===== src/rtl/alu_ctrl_md.sv =====
// EX-stage ALU control: opcode/funct decode plus background sequencing of an
// external iterative mul/div unit, stalling only on HI/LO hazards.
module alu_ctrl_md #(
   parameter int unsigned CONF_W     = 4,
   parameter int unsigned MUL_CYCLES = 4,
   parameter int unsigned DIV_CYCLES = 32,
   parameter bit          ENABLE_MD  = 1'b1
) (
   input  logic              i_clk,
   input  logic              i_rst,
   input  logic              i_valid,
   input  logic [2:0]        i_aluop,
   input  logic [5:0]        i_funct,
   output logic [CONF_W-1:0] o_aluconf,
   output logic              o_sign,
   output logic              o_md_start,
   output logic [1:0]        o_md_op,
   output logic              o_md_busy,
   output logic              o_md_done,
   output logic [1:0]        o_hilo_sel,
   output logic              o_stall
);

   localparam int unsigned MAX_CYC = (MUL_CYCLES > DIV_CYCLES) ? MUL_CYCLES : DIV_CYCLES;
   localparam int unsigned CNT_W   = $clog2(MAX_CYC + 1);
   localparam logic [CNT_W-1:0] MUL_LOAD = CNT_W'(MUL_CYCLES - 1);
   localparam logic [CNT_W-1:0] DIV_LOAD = CNT_W'(DIV_CYCLES - 1);

   typedef enum logic [1:0] {
      S_IDLE = 2'd0,
      S_MUL  = 2'd1,
      S_DIV  = 2'd2,
      S_DONE = 2'd3
   } state_e;

   typedef enum logic [3:0] {
      C_AND = 4'd0, C_OR  = 4'd1, C_ADD = 4'd2, C_SUB = 4'd3, C_SLT = 4'd4,
      C_NOR = 4'd5, C_XOR = 4'd6, C_SLL = 4'd7, C_SRL = 4'd8, C_SRA = 4'd9
   } conf_e;

   state_e           state_q, state_d;
   logic [CNT_W-1:0] cnt_q, cnt_d;
   conf_e            conf;
   logic             is_r, md_funct, hilo_funct, md_req, hilo_rd, not_idle;

   always_comb begin
      conf = C_ADD;
      unique case (i_aluop)
         3'b000:  conf = C_ADD;
         3'b001:  conf = C_SUB;
         3'b011:  conf = C_AND;
         3'b100:  conf = C_SLT;
         3'b010: begin
            case (i_funct)
               6'h20, 6'h21: conf = C_ADD;
               6'h22, 6'h23: conf = C_SUB;
               6'h24:        conf = C_AND;
               6'h25:        conf = C_OR;
               6'h26:        conf = C_XOR;
               6'h27:        conf = C_NOR;
               6'h2a, 6'h2b: conf = C_SLT;
               6'h00:        conf = C_SLL;
               6'h02:        conf = C_SRL;
               6'h03:        conf = C_SRA;
               default:      conf = C_ADD;
            endcase
         end
         default: conf = C_ADD;
      endcase
   end

   assign is_r       = (i_aluop == 3'b010);
   assign md_funct   = (i_funct[5:2] == 4'b0110);
   assign hilo_funct = (i_funct == 6'h10) || (i_funct == 6'h12);

   assign o_aluconf = CONF_W'(conf);
   assign o_sign    = !(is_r && ((i_funct == 6'h21) || (i_funct == 6'h23) || (i_funct == 6'h2b) ||
                                 (i_funct == 6'h19) || (i_funct == 6'h1b)));

   always_comb begin
      o_hilo_sel = 2'b00;
      if (ENABLE_MD && is_r && (i_funct == 6'h10)) o_hilo_sel = 2'b01;
      if (ENABLE_MD && is_r && (i_funct == 6'h12)) o_hilo_sel = 2'b10;
   end

   assign md_req   = i_valid && is_r && md_funct && ENABLE_MD;
   assign hilo_rd  = i_valid && is_r && hilo_funct && ENABLE_MD;
   assign not_idle = (state_q != S_IDLE);

   // Gated by reset so the handshake outputs read idle for the whole reset cycle.
   assign o_md_start = md_req && !not_idle && !i_rst;
   assign o_md_op    = i_funct[1:0];
   assign o_stall    = (md_req || hilo_rd) && not_idle && !i_rst;
   assign o_md_busy  = not_idle && !i_rst;
   assign o_md_done  = (state_q == S_DONE) && !i_rst;

   always_comb begin
      state_d = state_q;
      cnt_d   = cnt_q;
      unique case (state_q)
         S_IDLE: begin
            if (o_md_start) begin
               state_d = i_funct[1] ? S_DIV : S_MUL;
               cnt_d   = i_funct[1] ? DIV_LOAD : MUL_LOAD;
            end
         end
         S_MUL, S_DIV: begin
            if (cnt_q == '0) state_d = S_DONE;
            else             cnt_d   = cnt_q - 1'b1;
         end
         S_DONE:  state_d = S_IDLE;
         default: state_d = S_IDLE;
      endcase
   end

   always_ff @(posedge i_clk) begin
      if (i_rst) begin
         state_q <= S_IDLE;
         cnt_q   <= '0;
      end else begin
         state_q <= state_d;
         cnt_q   <= cnt_d;
      end
   end

endmodule


===== config.mk =====
export PLATFORM = sky130hd
export DESIGN_NAME = alu_ctrl_md
export DESIGN_NICKNAME = d
export VERILOG_FILES = /design/src/rtl/alu_ctrl_md.sv
export SDC_FILE = /design/constraint.sdc
export NUM_CORES = 1
export LEC_CHECK = 0
export CAP_MARGIN = 10
export CORE_UTILIZATION = 38
export CTS_CLUSTER_SIZE = 8
export DETAILED_ROUTE_END_ITERATION = 12
export HOLD_SLACK_MARGIN = 0.1
export PLACE_DENSITY = 0.7
export SLEW_MARGIN = 5
export SYNTH_ARGS = -nofsm -noshare
export SYNTH_HDL_FRONTEND = slang
export SYNTH_SLANG_ARGS = --single-unit

===== constraint.sdc =====
create_clock -name i_clk -period 4.6 [get_ports i_clk]
set_input_delay 1.15 -clock i_clk [delete_from_list [all_inputs] [get_ports i_clk]]
set_output_delay 1.15 -clock i_clk [all_outputs]
set_load 0.02 [all_outputs]

==> flow_summary.toml <==
[setup_path]
cp_max_fo = 3
cp_data_arrival_time_ns = 3.38
r2r_setup_slack_ns = 2.57
cp-end-kind = "primary output"
startpoint_type = "input port"
required_ns = 3.45
startpoint = "i_funct[4]"
rr_startpoint = "state_q[0]"
critical_path_class = "input port to primary output"

[cells_and_area]
stdcell_count = 179
fillers = 208
syn_to_final_growth_pct = 37.3
antenna_cells = 0
final_area_um2 = 1240
drive_above_1_share = 0.132
nets = 174

[sta]
period_share = 0.985
skew_ns = 0.00597
worst_pin_slew_ns = 0.390
tns_ns = 0
report.final.slew_viol_count = 0
rsz0062_at_grt = "false"
setup_viol = 0
fmax_mhz = 221
fin_crit_ns = 4.53
slew_headroom = 0.739
hold_viol_final = 0

[routing]
dr.pass1.iters = 4
viasPerCell = 5.63
wl_per_cell_um = 13.1
ant_nets = 0
route.detailed.drc = 0
via_count = 1007
drtIter0Drc = 37
wirelength_mm = 2.35

[placement]
dp_hpwl_mm = 1.86
port_buffers = 24
dp_cells = 176
dpl-instance-area_um2 = 1220
gp_congestion = 0.901

[yosys]
yosysWarnings = 0
synth_area_um2 = 903
yosys.area.top_type_share = 0.177
syn_avg_cell_area_um2 = 7.53
synth-edff-count = 0
synth_seq_area_share = 0.177
synth_flop_cell = "dfxtp_1"
synth.distinct_cells = 38
synth_fp_nets = 141
yosys_register_bits = 8
ys_top_cells_by_area = "dfxtp_1 (18%), ha_1 (12%), a21oi_1 (5.0%)"
synth_area_leader_cell = "dfxtp_1"
async_flop_share = 0
synthCells = 120

[global_route]
busiest_layer = "met2"
gr-usage-met2 = 0.302
grt_max_degree = 15
gr-total-overflow = 0
grt_antenna_before_repair = 0
grt_pass1_wl_mm = 3.98
use_met3 = 0.0788
grtUsageTotal = 0.198
use_met1 = 0.273
first_global_vias = 918

[clock_network]
post_cts_buffers = 0
cts_resized = 0
cts.path.max_buffers = 2
cts_hold_buf = 0
cts-root-buf = "clkbuf_4"
numCtsBuffers = 3
htreeDepth = 1
clk_pin_slew_ns = 0.05
clk_latency_ns = 0.25
cts.sinks = 8
tritoncts = "built"

[pwr]
powerDensity_nw_per_um2 = 184
p_leak_nw = 0.477
ir_drop_mv = 0.175

[run]
cap_violations = 0

[worst_hold_path]
min_from = "cnt_q[3]"
min_path_type = "flop to flop"

[floorplanning]
row_count = 17
core_region_area_um2 = 2230
die_h_um = 50.8
start_util = 0.404
die_w_um = 50.8
io_pins = 25
die-area_um2 = 2580

[outcome]
status = "complete, no violations"
where the power goes:
group	total (mW)	internal, mW	switching [mW]	leakage [nW]
registers	0.0755	0.0732	0.00235	0.0645
clock network	0.0531	0.0298	0.0233	0.0138
logic	0.0993	0.0467	0.0526	0.399
area by class of cell:
class	count	area, um2	area share
Inverter	10	37.5	0.0303
Sequential cell	8	160	0.129
Multi-Input combinational cell	95	662	0.534
Timing Repair Buffer	35	323	0.260
Tap cell	28	35.0	0.0283
Clock buffer	3	22.5	0.0182
layout by cell type (no fill, tap or decap), types with 5 or more instances in the layout:
master            n
a21oi_1           9
a31oi_1           5
buf_4            11
clkdlybuf4s50_1  24
dfxtp_1           8
ha_1              9
inv_1            10
nand2_1           8
nor2_1            8
nor2b_1           7
nor3_1            5
final timing paths:
| check | endpoint | cells past startpoint |
|---|---|---|
| setup / recovery | o_sign | 6 |
| setup reg to reg | cnt_q[4] | 6 |
| hold reg to reg | cnt_q[3] | 2 |
| hold / removal | cnt_q[3] | 2 |
critical path: stages:
cell and delay (ns):
clkdlybuf4s50_1 0.47, or3b_1 0.40, nand2_1 0.09, a21oi_1 0.07, or4b_2 0.62, clkdlybuf4s50_1 0.57
flip-flops by register name, indices dropped and copies added, names as in the netlist:
| name | flops |
|---|---|
| cnt_q | 6 |
| state_q | 2 |
stage by stage:
step | utilization | worst slack (ns) | hold slack (ns) | total power [mW]
6_report | 0.555 | 0.0694 | 0.497 | 0.228
5_1_grt | 0.555 | 0.0228 | 0.530 | 0.247
4_1_cts | 0.555 | 0.0833 | 0.500 | 0.229
3_5_place_dp | 0.545 | 0.0847 | 0.487 | 0.175
3_3_place_gp | 0.545 | 0.131 | 0.482 | 0.173
2_1_floorplan | - | 0.729 | 0.463 | 0.139
Yosys cell counts, types with 3 or more instances:
cell      count
a31oi_1       5
o31ai_1       3
nand2b_1      4
o21ai_0       4
nor2_1        8
ha_1          9
inv_1        10
nor3_1        5
nor2b_1       7
dfxtp_1       8
nor3b_1       3
a21oi_1       9
nand2_1       8
kinds of logic (layout without fill, tap and decap cells):
| family | after synthesis | count (layout) | share of synthesized area |
|---|---|---|---|
| compound gates | 31 | 31 | 0.237 |
| xor+xnor | 1 | 1 | 0.00970 |
| fa+ha+maj | 9 | 9 | 0.125 |
| buf+inv | 17 | 48 | 0.0900 |
| flops | 8 | 8 | 0.177 |
| mux | 2 | 2 | 0.0222 |
| simple gates | 52 | 52 | 0.339 |
metal layers:
layer | part of all wire | up-vias
li1 | - | 504
met1 | 0.46 | 465
met2 | 0.47 | 38
met3 | 0.069 | 0
met4 | 0 | 0
met5 | 0 | -
Power figures use the tool's default switching activity.
